==> src/rtl/req_arbiter_buffered.sv <==
// N:1 memory-network request arbiter: round-robin or fixed-priority selection, burst grant
// locking, and a 2-entry registered skid buffer carrying {source index, message}.
module req_arbiter_buffered #(
  parameter int unsigned p_num_arb  = 4,
  parameter int unsigned p_msg_bits = 79,
  parameter int unsigned p_mode     = 0,
  parameter int unsigned p_src_bits = (p_num_arb > 1) ? $clog2(p_num_arb) : 1
) (
  input  logic                              clk,
  input  logic                              rst,
  input  logic [p_num_arb-1:0]              arb_val,
  output logic [p_num_arb-1:0]              arb_rdy,
  input  logic [p_num_arb-1:0]              arb_last,
  input  logic [p_num_arb*p_msg_bits-1:0]   arb_msg,
  output logic                              gnt_val,
  input  logic                              gnt_rdy,
  output logic [p_msg_bits-1:0]             gnt_msg,
  output logic [p_src_bits-1:0]             gnt_src,
  output logic                              locked
);

  typedef enum logic {UNLOCKED, LOCKED} lock_e;

  lock_e                 state_q, state_d;
  logic [p_src_bits-1:0] owner_q, owner_d;
  logic [p_src_bits-1:0] ptr_q, ptr_d;
  logic [1:0]            count_q, count_d;
  logic [p_msg_bits-1:0] msg0_q, msg0_d, msg1_q, msg1_d;
  logic [p_src_bits-1:0] src0_q, src0_d, src1_q, src1_d;

  logic                  can_accept, any_sel, xfer, pop, sel_last;
  logic [p_src_bits-1:0] sel, rr_idx;
  logic [p_msg_bits-1:0] sel_msg;

  assign can_accept = (count_q < 2'd2);
  assign gnt_val    = (count_q != 2'd0);
  assign pop        = gnt_val & gnt_rdy;
  assign gnt_msg    = msg0_q;
  assign gnt_src    = src0_q;
  assign locked     = (state_q == LOCKED);

  // Candidate selection; the lock owner is exclusive even while it is idle.
  always_comb begin
    sel      = '0;
    any_sel  = 1'b0;
    rr_idx   = '0;
    sel_msg  = '0;
    sel_last = 1'b0;
    if (state_q == LOCKED) begin
      sel     = owner_q;
      any_sel = arb_val[owner_q];
    end else if (p_mode == 1) begin
      for (int unsigned k = 0; k < p_num_arb; k++) begin
        if (!any_sel && arb_val[p_src_bits'(k)]) begin
          sel     = p_src_bits'(k);
          any_sel = 1'b1;
        end
      end
    end else begin
      for (int unsigned k = 0; k < p_num_arb; k++) begin
        rr_idx = p_src_bits'((32'(ptr_q) + k) % p_num_arb);
        if (!any_sel && arb_val[rr_idx]) begin
          sel     = rr_idx;
          any_sel = 1'b1;
        end
      end
    end
    for (int unsigned i = 0; i < p_num_arb; i++) begin
      if (p_src_bits'(i) == sel) begin
        sel_msg  = arb_msg[i*p_msg_bits +: p_msg_bits];
        sel_last = arb_last[i];
      end
    end
  end

  assign xfer = any_sel & can_accept & ~rst;

  always_comb begin
    arb_rdy = '0;
    if (xfer) arb_rdy[sel] = 1'b1;
  end

  always_comb begin
    state_d = state_q;
    owner_d = owner_q;
    ptr_d   = ptr_q;
    if (xfer && sel_last) ptr_d = (32'(sel) == p_num_arb - 1) ? '0 : sel + 1'b1;
    case (state_q)
      UNLOCKED: if (xfer && !sel_last) begin
        state_d = LOCKED;
        owner_d = sel;
      end
      LOCKED:   if (xfer && sel_last) state_d = UNLOCKED;
      default:  state_d = UNLOCKED;
    endcase
  end

  // Shift-register FIFO: slot 0 is always the head, so the output needs no read mux.
  always_comb begin
    count_d = count_q;
    msg0_d  = msg0_q;
    msg1_d  = msg1_q;
    src0_d  = src0_q;
    src1_d  = src1_q;
    case ({xfer, pop})
      2'b10: begin
        if (count_q == 2'd0) begin
          msg0_d = sel_msg;
          src0_d = sel;
        end else begin
          msg1_d = sel_msg;
          src1_d = sel;
        end
        count_d = count_q + 2'd1;
      end
      2'b01: begin
        msg0_d  = msg1_q;
        src0_d  = src1_q;
        count_d = count_q - 2'd1;
      end
      // Push with pop only happens at count 1, so the new beat becomes the head.
      2'b11: begin
        msg0_d = sel_msg;
        src0_d = sel;
      end
      default: ;
    endcase
  end

  always_ff @(posedge clk or posedge rst) begin
    if (rst) begin
      state_q <= UNLOCKED;
      owner_q <= '0;
      ptr_q   <= '0;
      count_q <= '0;
      msg0_q  <= '0;
      msg1_q  <= '0;
      src0_q  <= '0;
      src1_q  <= '0;
    end else begin
      state_q <= state_d;
      owner_q <= owner_d;
      ptr_q   <= ptr_d;
      count_q <= count_d;
      msg0_q  <= msg0_d;
      msg1_q  <= msg1_d;
      src0_q  <= src0_d;
      src1_q  <= src1_d;
    end
  end

endmodule
==> config.mk <==
export PLATFORM = sky130hd
export DESIGN_NAME = req_arbiter_buffered
export DESIGN_NICKNAME = d
export VERILOG_FILES = /design/src/rtl/req_arbiter_buffered.sv
export SDC_FILE = /design/constraint.sdc
export NUM_CORES = 1
export LEC_CHECK = 0
export ABC_CLOCK_PERIOD_IN_PS = 8200
export CAP_MARGIN = 40
export CELL_PAD_IN_SITES_DETAIL_PLACEMENT = 2
export CELL_PAD_IN_SITES_GLOBAL_PLACEMENT = 2
export CORE_UTILIZATION = 24
export CTS_BUF_LIST = sky130_fd_sc_hd__clkbuf_16
export CTS_CLUSTER_DIAMETER = 200
export DETAILED_ROUTE_END_ITERATION = 10
export PLACE_DENSITY = 0.8
export SLEW_MARGIN = 20
export SYNTH_ARGS = -nofsm -noshare
export SYNTH_HDL_FRONTEND = slang
export SYNTH_SLANG_ARGS = --single-unit
==> constraint.sdc <==
create_clock -name clk -period 8.2 [get_ports clk]
set_input_delay 2.05 -clock clk [delete_from_list [all_inputs] [get_ports clk]]
set_output_delay 2.05 -clock clk [all_outputs]
set_load 0.02 [all_outputs]
; ---- Word level (Yosys, flattened, before mapping)
; Index checks and enable logic that the tools add are counted.
[classes]
muxes = 43
n_addsub = 6
n_eq_ne = 8
bitwise_logic = 6
reduce_logical = 18
magnitude_cmp = 8
[ops]
columns = cell, n
row1 = $mux W79, 5
row2 = $pmux W79 S3, 1
row3 = $mux W1, 20
row4 = $lt A2 B3 Y1 const B, 6
row5 = $mux W2, 7
row6 = $bmux W1 S2, 5
row7 = $add A2 B1 Y2 const B, 3
row8 = $eq A2 B2 Y1 const B, 3
row9 = $logic_and A1 B1 Y1, 6
row10 = $pmux W2 S3, 1
row11 = $reduce_and A2 Y1, 3
row12 = $add A2 B2 Y2 const B, 2
row13 = $eq A2 B2 Y1 const A, 2
row14 = $logic_not A1 Y1, 4
row15 = $logic_not A2 Y1, 2
row16 = $mux W4, 1
row17 = $pmux W2 S2, 1
row18 = $reduce_bool A2 Y1, 2
row19 = $and A1 B1 Y1, 3
row20 = $not A1 Y1, 3
row21 = $reduce_bool A3 Y1, 1
row22 = $demux W1 S2, 1
row23 = $eq A1 B2 Y1 const A, 1
row24 = $eq A2 B1 Y1 const B, 1
row25 = other kinds (5), 5
[word_totals]
out_inout_bits = 87
inputBits = 327
reg_bits = 169
wordCells = 97

; ---- Depth between registers and ports, before layout
[logic_depth]
ltp_word = 25
ltp_mapped = 14

; ---- Worst setup path before layout
; Ideal clock, no wire load.
[synth_path]
kind = input to output
from = in arb_val[3]
to = out arb_rdy[3]
t_required_ns = 6.150
stages = 10
n_path_buf = 2
arrival_time_ns = 3.747
path_slack_ns = 2.403
path_cell_list = nand2b_1 -> a21oi_1 -> or3_1 -> o21a_1 -> inv_1 -> ha_1 -> inv_1 -> clkbuf_1 -> clkbuf_1 -> nor2_1
[synth_via]
elab_chain_len = 21
elab_cells_between_ends = 37
classes_between = 2 x order compare / 26 x mux / 2 x bitwise / 7 x reduce/logical
[synth_lines]
columns = item, line_no
row1 = from (decl), 11  ; input logic [p_num_arb-1:0] arb_val,
row2 = $bmux W1 S2, 62  ; if (!any_sel && arb_val[rr_idx]) begin
row3 = $mux W1 (implied by the code), 62
row4 = $mux W1, 62
row5 = $mux W1, 49  ; if (state_q == LOCKED) begin
row6 = $logic_not A1 Y1, 62
row7 = $logic_and A1 B1 Y1, 62
row8 = $mux W1, 62
row9 = $mux W1, 49
row10 = [6 not listed], --
row11 = $mux W2 *, 62
row12 = $mux W2 *, 49
row13 = net sel[1], 32  ; logic [p_src_bits-1:0] sel, rr_idx;
row14 = $lt A2 B3 Y1 (implied by the code) or $ge A2 B1 Y1 (tied branches), 80  ; if (xfer) arb_rdy[sel] = 1'b1;
row15 = $logic_and A1 B1 Y1 (implied by the code), 80
row16 = $mux W1 (implied by the code), 80
row17 = $demux W1 S2 *, 80
row18 = $mux W4 *, 80
row19 = to (decl), 12  ; output logic [p_num_arb-1:0] arb_rdy,
; Mark *: on every way through the listed nets, which the timed path passes. The rest lies on a longest branch. The select of a mux whose other input is x is not followed.

; ---- Worst setup path after layout
[layout_path]
from = in arb_val[3]
to = out arb_rdy[2]
; Same word-level chain as after synthesis.

==> impl_metrics.tcl <==
set metrics [dict create \
    tightest_slew_ps 799.3 \
    seqCellArea_um2 4229 \
    multiInputGateArea_um2 4222 \
    leakagePower_nw 5.252 \
    antenna_found_initial 4 \
    io_buffer_count 413 \
    synthTopCellsByArea "dfrtp_1 (48%), a221o_1 (8.8%), o221ai_1 (7.8%)" \
    hold_depth 2 \
    worstSetupPathType "in2out" \
    gr-usage-all-layers_pct 19.56 \
    clkLatencyLatePin_ps 430 \
    endpoint_kind "output port" \
    synthMuxAreaShare_pct 0.6098 \
    detail_route.iter0.violations 280 \
    fin_skew_ps 12.99 \
    ioPinCount 414 \
    synth_cell_types 37 \
    first_pass_iters 4 \
    synth_nets 1237 \
    crit_path_cell_trace "clkdlybuf4s50_1 > or2_2 > o21ai_0 > or3_1 > o21a_1 > inv_1 > ha_1 > and2_1 > clkdlybuf4s50_1" \
    initial_core_util_pct 24.62 \
    fin_tns_setup_ps 0 \
    fp-row-count 69 \
    clock-sinks 169 \
    period_share_pct 82.24 \
    synth-simple-area-share_pct 8.850 \
    crit_slowest_cell "clkdlybuf4s50_1" \
    synth_top_family_by_area "compound AO/OA/AOI/OAI gates" \
    cts_tree "done" \
    max_freq_mhz 148.3 \
    hold_path.class "reg2reg" \
    slowest_delay_ps 650 \
    ff2ff_path_depth 11 \
    max_slew_margin_pct 46.71 \
    drtAntennaViolNets 0 \
    postCtsHoldBufs 0 \
    setup_violations 0 \
    vias 9056 \
    grt_pass1_wl_um 57560 \
    final_nets 1589 \
    vdd_drop_max_v 0.0002272 \
    clockRootBuffer "clkbuf_16" \
    netlist_instances 904 \
    finalCriticalPeriod_ps 6744 \
    syn2layout_area_growth_pct 57.95 \
    grt_max_degree 101 \
    synth_area_per_cell_um2 9.759 \
    htree_num_levels 4 \
    viasPerCell 5.226 \
    drc 0 \
    hpwl_um 26640 \
    synth_top_area_share_pct 47.94 \
    crit_fanout 5 \
    drive_gt1_share_pct 4.649 \
    cp_top_family "buffers and inverters" \
    yosysSeqAreaShare_pct 47.94 \
    cp.buffers_inverters 3 \
    slew_viol_final 0 \
    synth-compound-area-share_pct 36.68 \
    placed_area_um2 13390 \
    overflow 0 \
    yosys.area_share.adder_pct 0.8509 \
    die_h_um 193.7 \
    synth_xor_area_share_pct 0.2978 \
    nFillCells 3860 \
    routed_wirelength_um 36660 \
    ys_warn_count 0 \
    required_ps 6150 \
    grt_setup_unrepaired "false" \
    syn-cell-area_um2 8822 \
    grt_pass1_vias 10135 \
    ys_async_sr_fraction_pct 100.0 \
    crit_arrival_ps 4690 \
    synth-seq-cells 169 \
    synth_commonest_cells "dfrtp_1 (169), nand2_1 (169), o21ai_0 (84), clkbuf_1 (81), o21a_1 (81)" \
    run_status "complete, no violations" \
    post-cts-setup-buffers 0 \
    path_depth 9 \
    power.density_nw_per_um2 438.6 \
    hold_viol_final 0 \
    fin_area_um2 13930 \
    die_w_um 193.7 \
    coreArea_um2 35830 \
    max_cap_viol_count 0 \
    start_kind "input port" \
    cp_common_cell "clkdlybuf4s50_1" \
    globalplace.congestion 0.7337 \
    clk_path_buf_depth 2 \
    numCtsBuffers 17 \
    cts_resized 0 \
    synth_edf_count 0 \
    ys.flop_type "dfrtp_1" \
    die-area_um2 37530 \
    clk_pin_slew_ps 70 \
    synth_area_leader_cell "dfrtp_1" \
    wire_per_inst_um 21.15 \
]
==> cell families after synthesis <==
| kind of cell | count (synthesis) |
|---|---|
| fa+ha+maj | 6 |
| compound gates | 418 |
| mux | 5 |
| buf+inv | 107 |
| xor+xnor | 3 |
| flops | 169 |
| simple gates | 196 |
==> registers in the layout, indices dropped and copies added (netlist names), named ones only <==
name,count
count_q,2
gnt_msg,79
gnt_src,2
msg1_q,79
owner_q,2
ptr_q,2
src1_q,2
==> cell usage in the layout, fill, tap and decap left out, types with 3 or more instances in the layout <==
cell,synthesis,routed
a21oi_1,4,4
a221o_1,78,78
and2_1,4,4
buf_4,0,12
clkbuf_16,0,17
clkdlybuf4s50_1,0,413
clkinv_4,0,4
clkinvlp_4,0,3
dfrtp_1,169,169
diode_2,0,3
ha_1,6,4
inv_1,10,10
inv_6,0,3
nand2_1,169,168
nand2b_1,4,3
nor2_1,9,9
o211ai_1,79,79
o21a_1,81,81
o21ai_0,84,84
o221ai_1,79,79
o22ai_1,3,3
==> cell type report <==
class                      count  share of cell area [%]
timing repair buffer         430                   31.03
tap                          461                   4.139
antenna                        3                 0.05387
clock inverter                15                  0.7453
inverter                      10                  0.3322
clock buffer                  17                   3.053
multi-input combinational    628                   30.30
sequential                   169                   30.35
==> worst paths after layout <==
check / start / to / slack, ps
worst max-delay path: arb_val[3] / arb_rdy[2] / 1460
worst min-delay path: msg1_q[37] / msg1_q[37] / 490
worst max register to register: ptr_q[1] / owner_q[0] / 4450
worst min register to register: msg1_q[37] / msg1_q[37] / 490
max in group asynchronous: rst / msg1_q[70] / 4880
min in group asynchronous: rst / gnt_msg[26] / 2180
==> stage by stage <==
step	util, %	hold slack (ps)	total power [mW]	std cells	worst slack, ps
floorplan	-	449.7	3.923	904	1575
global placement	37.17	461.0	5.270	1694	1188
detailed placement	37.38	473.7	5.446	1697	1145
CTS	38.86	489.5	6.246	1729	1148
global route	38.89	506.2	6.601	1732	1306
finish	38.89	486.9	6.112	1733	1456
==> layer usage <==
metal	vias to the layer above	track usage [%]	share of wire [%]
met4	2	5.156	1.4
met3	27	4.714	5.3
met2	255	36.68	53
li1	4191	-	-
met1	4581	21.88	40
met5	-	0	0.030
==> tightest hold or removal path: cells and delay by family (launching register included) <==
family | cells | cell delay, ps
compound gates | 1 | 60
flops | 1 | 350
simple gates | 1 | 50
==> power breakdown <==
part           internal (mW)  switching, mW
combinational           1.67           2.22
clock                  0.387          0.356
sequential              1.25          0.237
(Power assumes the default switching activity.)
==> patch 1 (config.mk and constraints unchanged) <==
Set the parameter `p_mode` to 1 (it was 0).
--- a/src/rtl/req_arbiter_buffered.sv
+++ b/src/rtl/req_arbiter_buffered.sv
@@ -3,7 +3,7 @@
 module req_arbiter_buffered #(
   parameter int unsigned p_num_arb  = 4,
   parameter int unsigned p_msg_bits = 79,
-  parameter int unsigned p_mode     = 0,
+  parameter int unsigned p_mode     = 1,
   parameter int unsigned p_src_bits = (p_num_arb > 1) ? $clog2(p_num_arb) : 1
 ) (
   input  logic                              clk,
Behaviour: not the same (a bounded check fails within 4 cycles, from zero or initial values and one cycle with rst high).
==> patch 1 against the original RTL <==
- worst hold slack lost 0.0084 ns
- fmax grew 4.5%
- power shrank 13%
- sequential cell count shrank 2
- wire length grew 3.0%
- cell area grew 7.6%
- setup slack gained 0.29 ns
- combinational power shrank 18%
- area after synthesis grew 12%
==> patch 1: results (changes against the original RTL) <==
Most used DFF post-synth = dfrtp_1
Inst Count DP = 1,976 (+16%)
GRT Overall Usage = 0.1788 (-0.01677)
LEAKAGE = 6.240 nW (+19%)
H-tree Lvls = 4 (unchanged)
clk_skew = 0.01003 ns (-0.002960 ns)
Syn Area/Cell = 8.786 µm² (-10%)
sequential element share of the synthesized area = 0.4232 (-0.05620)
share of layout cells above drive strength 1 = 0.04852 (+0.002024)
total wire length = 37.75 mm (+3.0%)
Post-CTS Resized = 0 (unchanged)
first-pass iteration count of the detailed router = 4 (unchanged)
largest net degree at the start of global routing = 89 (-12%)
crit-path max FO = 49 (+44)
number of global-route vias before repair = 10,900 (+7.5%)
clock-pin slew on the worst setup and hold paths = 0.06 ns
Worst slew margin = 0.4490 (-0.01814)
dpl hpwl = 28.13 mm (+5.6%)
pre-CTS WS = 1.685 ns (+0.5402 ns)
Synth area leaders = dfrtp_1 (42%), nand2_1 (12%), mux2i_1 (8.2%), a32o_1 (8.0%), and2_1 (5.1%)
clk_lat worst skew = 0.43 ns (about the same)
PortBufs = 413 (unchanged)
first-pass GRT wire length = 58.96 mm (+2.4%)
internal power = 2.976 mW (-9.9%)
Final Net Count = 1,801 (+13%)
max incr delay on CP = 0.68 ns (+0.03 ns)
root buffer cell = clkbuf_16
Vias = 9,776 (+8.0%)
fillcell total = 4,453 (+15%)
Synth warnings = 0 (unchanged)
CTS Buf Count = 17 (unchanged)
status = complete, no violations
Peak VDD IR = 0.1656 mV (-27%)
Commonest cells post-synth = nand2_1 (327), dfrtp_1 (167), and2_1 (81), mux2i_1 (81), o21ai_1 (81)
Synthesized Nets = 1,453 (+17%)
worst path arrival time = 4.40 ns (-0.29 ns)
# Post-CTS Setup Buffers = 0 (unchanged)
slowest CP cell = clkdlybuf4s50_1
1st-iter DRT viols = 260 (-7.1%)
final std cells w/o fill = 2,010 (+16%)
synth unique cells = 35 (-5.4%)
path type of the worst min-delay path = reg -> reg
antenna violations before repair = 1 (-3)
Longest Clk Path Bufs = 2 (unchanged)
ys async rst share = 1.000 (unchanged)
gpl congestion = 0.7076 (-3.6%)
patch 1: cell types whose count changed in the layout (fill, tap and decap cells not counted), sizes merged, moves of 78 or more:
cell,before,now
o221ai,79,0
nand2,169,327
a32o,0,79
a221o,78,0
o21a,81,0
o211ai,79,1
mux2i,2,81
patch 1: final timing paths:
check	cells after the start	endpoint	slack [ns]	from
setup / recovery	6	arb_rdy[3]	1.75	arb_val[1]
hold / removal	2	msg1_q[65]	0.48	msg1_q[65]
setup reg to reg	9	gnt_msg[48]	5.07	owner_q[0]
hold reg to reg	2	msg1_q[65]	0.48	msg1_q[65]
max in group asynchronous	5	msg1_q[47]	4.83	rst
min in group asynchronous	2	gnt_msg[9]	2.09	rst
patch 1: kinds of logic (layout without fill, tap and decap cells):
group | count (synthesis) | in the layout | share of synthesized area
xor+xnor | 3 | 3 | 0.002661
compound gates | 331 | 331 | 0.2414
flops | 167 | 167 | 0.4232
simple gates | 424 | 424 | 0.1837
mux | 84 | 84 | 0.08666
other cells | 0 | 1 | 0
buf+inv | 113 | 473 | 0.05993
fa+ha+maj | 2 | 2 | 0.002533
patch 1: power by group through the flow:
stage	clock, mW	combinational, mW	sequential, mW
after floorplan	0	1.84	1.63
after global placement	0	3.05	1.41
after detailed placement	0	3.22	1.45
after CTS	0.780	3.23	1.43
after global routing	0.799	3.49	1.48
final	0.738	3.17	1.42
patch 1: layout make-up:
| cell class | instances | area share |
|---|---|---|
| Multi-Input combinational cell | 844 | 0.3435 |
| Clock inverter | 14 | 0.006595 |
| Inverter | 6 | 0.001837 |
| Antenna cell | 1 | 0.0001670 |
| Tap cell | 525 | 0.04383 |
| Clock buffer | 17 | 0.02838 |
| Sequential cell | 167 | 0.2788 |
| Timing Repair Buffer | 436 | 0.2969 |
patch 1: critical path: cells and delay by family:
kind / cells / cell delay, ns
AND/OR/NAND/NOR: 2 / 0.55
buffers and inverters: 3 / 1.42
AO/OA/AOI/OAI: 1 / 0.37
patch 1: layer usage:
| metal | share of wire | global-route usage | wire (µm) |
|---|---|---|---|
| met5 | 0 | 0 | 0 |
| met4 | 0.023 | 0.06164 | 883 |
| met3 | 0.056 | 0.04295 | 2098 |
| met2 | 0.50 | 0.3183 | 18880 |
| met1 | 0.42 | 0.2077 | 15880 |
patch 1: metrics by stage:
step,area (µm²),util
2_1_floorplan,9876,-
3_3_place_gp,14270,0.3551
3_5_place_dp,14410,0.3587
4_1_cts,14940,0.3717
5_1_grt,14990,0.3729
6_report,14990,0.3729
==> patch 2 (config.mk and constraints unchanged) <==
Made on the original files. Make the reset (`rst`) synchronous in one clocked block.
--- a/src/rtl/req_arbiter_buffered.sv
+++ b/src/rtl/req_arbiter_buffered.sv
@@ -127,7 +127,7 @@
     endcase
   end
 
-  always_ff @(posedge clk or posedge rst) begin
+  always_ff @(posedge clk) begin
     if (rst) begin
       state_q <= UNLOCKED;
       owner_q <= '0;
Check against the original RTL: not equivalent (a bounded check fails within 4 cycles, from zero or initial values and one cycle with rst high; the reset may be asserted at any time).
==> patch 2 against the original RTL <==
- wire length is 11% higher
- register-to-register slack got worse by 0.56 ns
- area after synthesis increased by 10%
- power rose by 3.1%
- setup slack got worse by 0.47 ns
- critical path type unchanged
- sequential cell count unchanged
- global-route usage shrank 0.40 points
- clock power increased by 6.6%
- cell count up 27%
- cell area up 6.1%
- synthesized cell count grew 48%
- clock skew down 0.0015 ns
- critical endpoint is now arb_rdy[1]
==> patch 2: results (changes against the original RTL) <==
worst path arrival time = 5.16 ns (+0.47 ns)
share of layout cells above drive strength 1 = 0.03704 (-0.009456)
number of global-route vias before repair = 11,600 (+14%)
synth unique cells = 43 (+16%)
fillcell total = 4,627 (+20%)
Commonest cells post-synth = a21oi_1 (169), dfxtp_1 (169), nand2_1 (167)
Inst Count DP = 2,167 (+28%)
dpl hpwl = 29.73 mm (+12%)
routed vias/inst = 4.945 (-5.4%)
Worst slew margin = 0.4593 (-0.007759)
clk_skew = 0.01147 ns (-0.001520 ns)
Most used DFF post-synth = dfxtp_1
sequential element share of the synthesized area = 0.3485 (-0.1309)
antenna violations before repair = 0 (-4)
ys async rst share = 0 (-1.000)
status = complete, no violations
Synth area leaders = dfxtp_1 (35%), a21oi_1 (8.7%), mux2i_1 (8.5%), o21ai_0 (8.3%), nand2_1 (6.5%)
crit-path max FO = 51 (+46)
GRT Overall Usage = 0.1915 (-0.004042)
mux contribution to synthesized area = 0.08802 (+0.08192)
1st-iter DRT viols = 321 (+15%)
largest net degree at the start of global routing = 163 (+61%)
post-synthesis adder-cell area fraction = 0.007732 (-0.0007775)
Syn Area/Cell = 7.240 µm² (-26%)
Synth Area in Compound Gates = 0.3128 (-0.05400)
gpl congestion = 0.7747 (+5.6%)
Synthesized Nets = 1,674 (+35%)
Peak VDD IR = 0.1783 mV (-22%)
LEAKAGE = 5.500 nW (+4.7%)
Post-Synth XOR/XNOR Area = 0.001804 (-0.001174)
first-pass GRT wire length = 62.89 mm (+9.3%)
-- patch 2: cell types whose count changed in the layout (fill, tap and decap cells not counted), moves of 80 or more --
cell and delta:
dfrtp_1 -169, dfxtp_1 +169, a21oi_1 +165, nor2_1 +155
o21a_1 -81, mux2i_1 +80
-- patch 2: path summary, 6_finish.rpt --
check / start / endpoint / slack, ns / depth (start not counted)
worst max-delay path: arb_val[3] / arb_rdy[1] / 0.99 / 8
worst min-delay path: gnt_msg[52] / gnt_msg[52] / 0.50 / 2
worst max register to register: ptr_q[1] / owner_q[0] / 3.89 / 13
worst min register to register: gnt_msg[52] / gnt_msg[52] / 0.50 / 2
-- patch 2: worst max-delay path, stage by stage --
cell and delay, ns:
clkdlybuf4s50_1 0.62, nor2b_1 0.10, a31oi_1 0.21, o211ai_1 0.14, a21oi_1 0.61, ha_4 0.58, and2_1 0.21, clkdlybuf4s50_1 0.60
-- patch 2: cells by family (layout without fill, tap and decap cells) --
kind of cell | after synthesis | after routing
AO/OA/AOI/OAI | 508 | 508
AND/OR/NAND/NOR | 355 | 355
buffers and inverters | 217 | 550
flip-flops | 169 | 169
multiplexers | 84 | 84
adder cells (fa/ha/maj) | 6 | 6
XOR/XNOR | 2 | 2
other | 0 | 1
-- patch 2: stage by stage --
step | utilization | cell area, µm² | setup slack [ns]
2_1_floorplan | - | 9709 | 1.880
3_3_place_gp | 0.3532 | 14060 | 1.095
3_5_place_dp | 0.3565 | 14200 | 0.9818
4_1_cts | 0.3706 | 14760 | 0.9840
5_1_grt | 0.3713 | 14790 | 0.8030
6_report | 0.3714 | 14790 | 0.9908
-- patch 2: area by class of cell --
type	count	area, µm²	area share
multi-input cells	955	5444	0.3681
flip-flops and latches	169	3383	0.2287
inverters	86	322.8	0.02183
clock inverters	14	136.4	0.009221
repair buffers	433	4419	0.2988
diodes	1	2.502	0.0001692
clock buffers	17	425.4	0.02876
well taps	525	656.9	0.04441
-- patch 2: power breakdown --
group / total [mW] / switching, mW / leakage (nW) / internal [mW]
Combinational: 4.11 / 2.49 / 3.85 / 1.63
Sequential: 1.39 / 0.212 / 1.38 / 1.18
Clock: 0.792 / 0.348 / 0.274 / 0.444
-- patch 2: metal layers --
metal  track usage  vias to the layer above  part of all wire
li1              -                     5276                 -
met1        0.2286                     5267              0.44
met2        0.3376                      301              0.48
met3       0.05129                       36             0.063
met4       0.04887                        0             0.017
met5             0                        -                 0
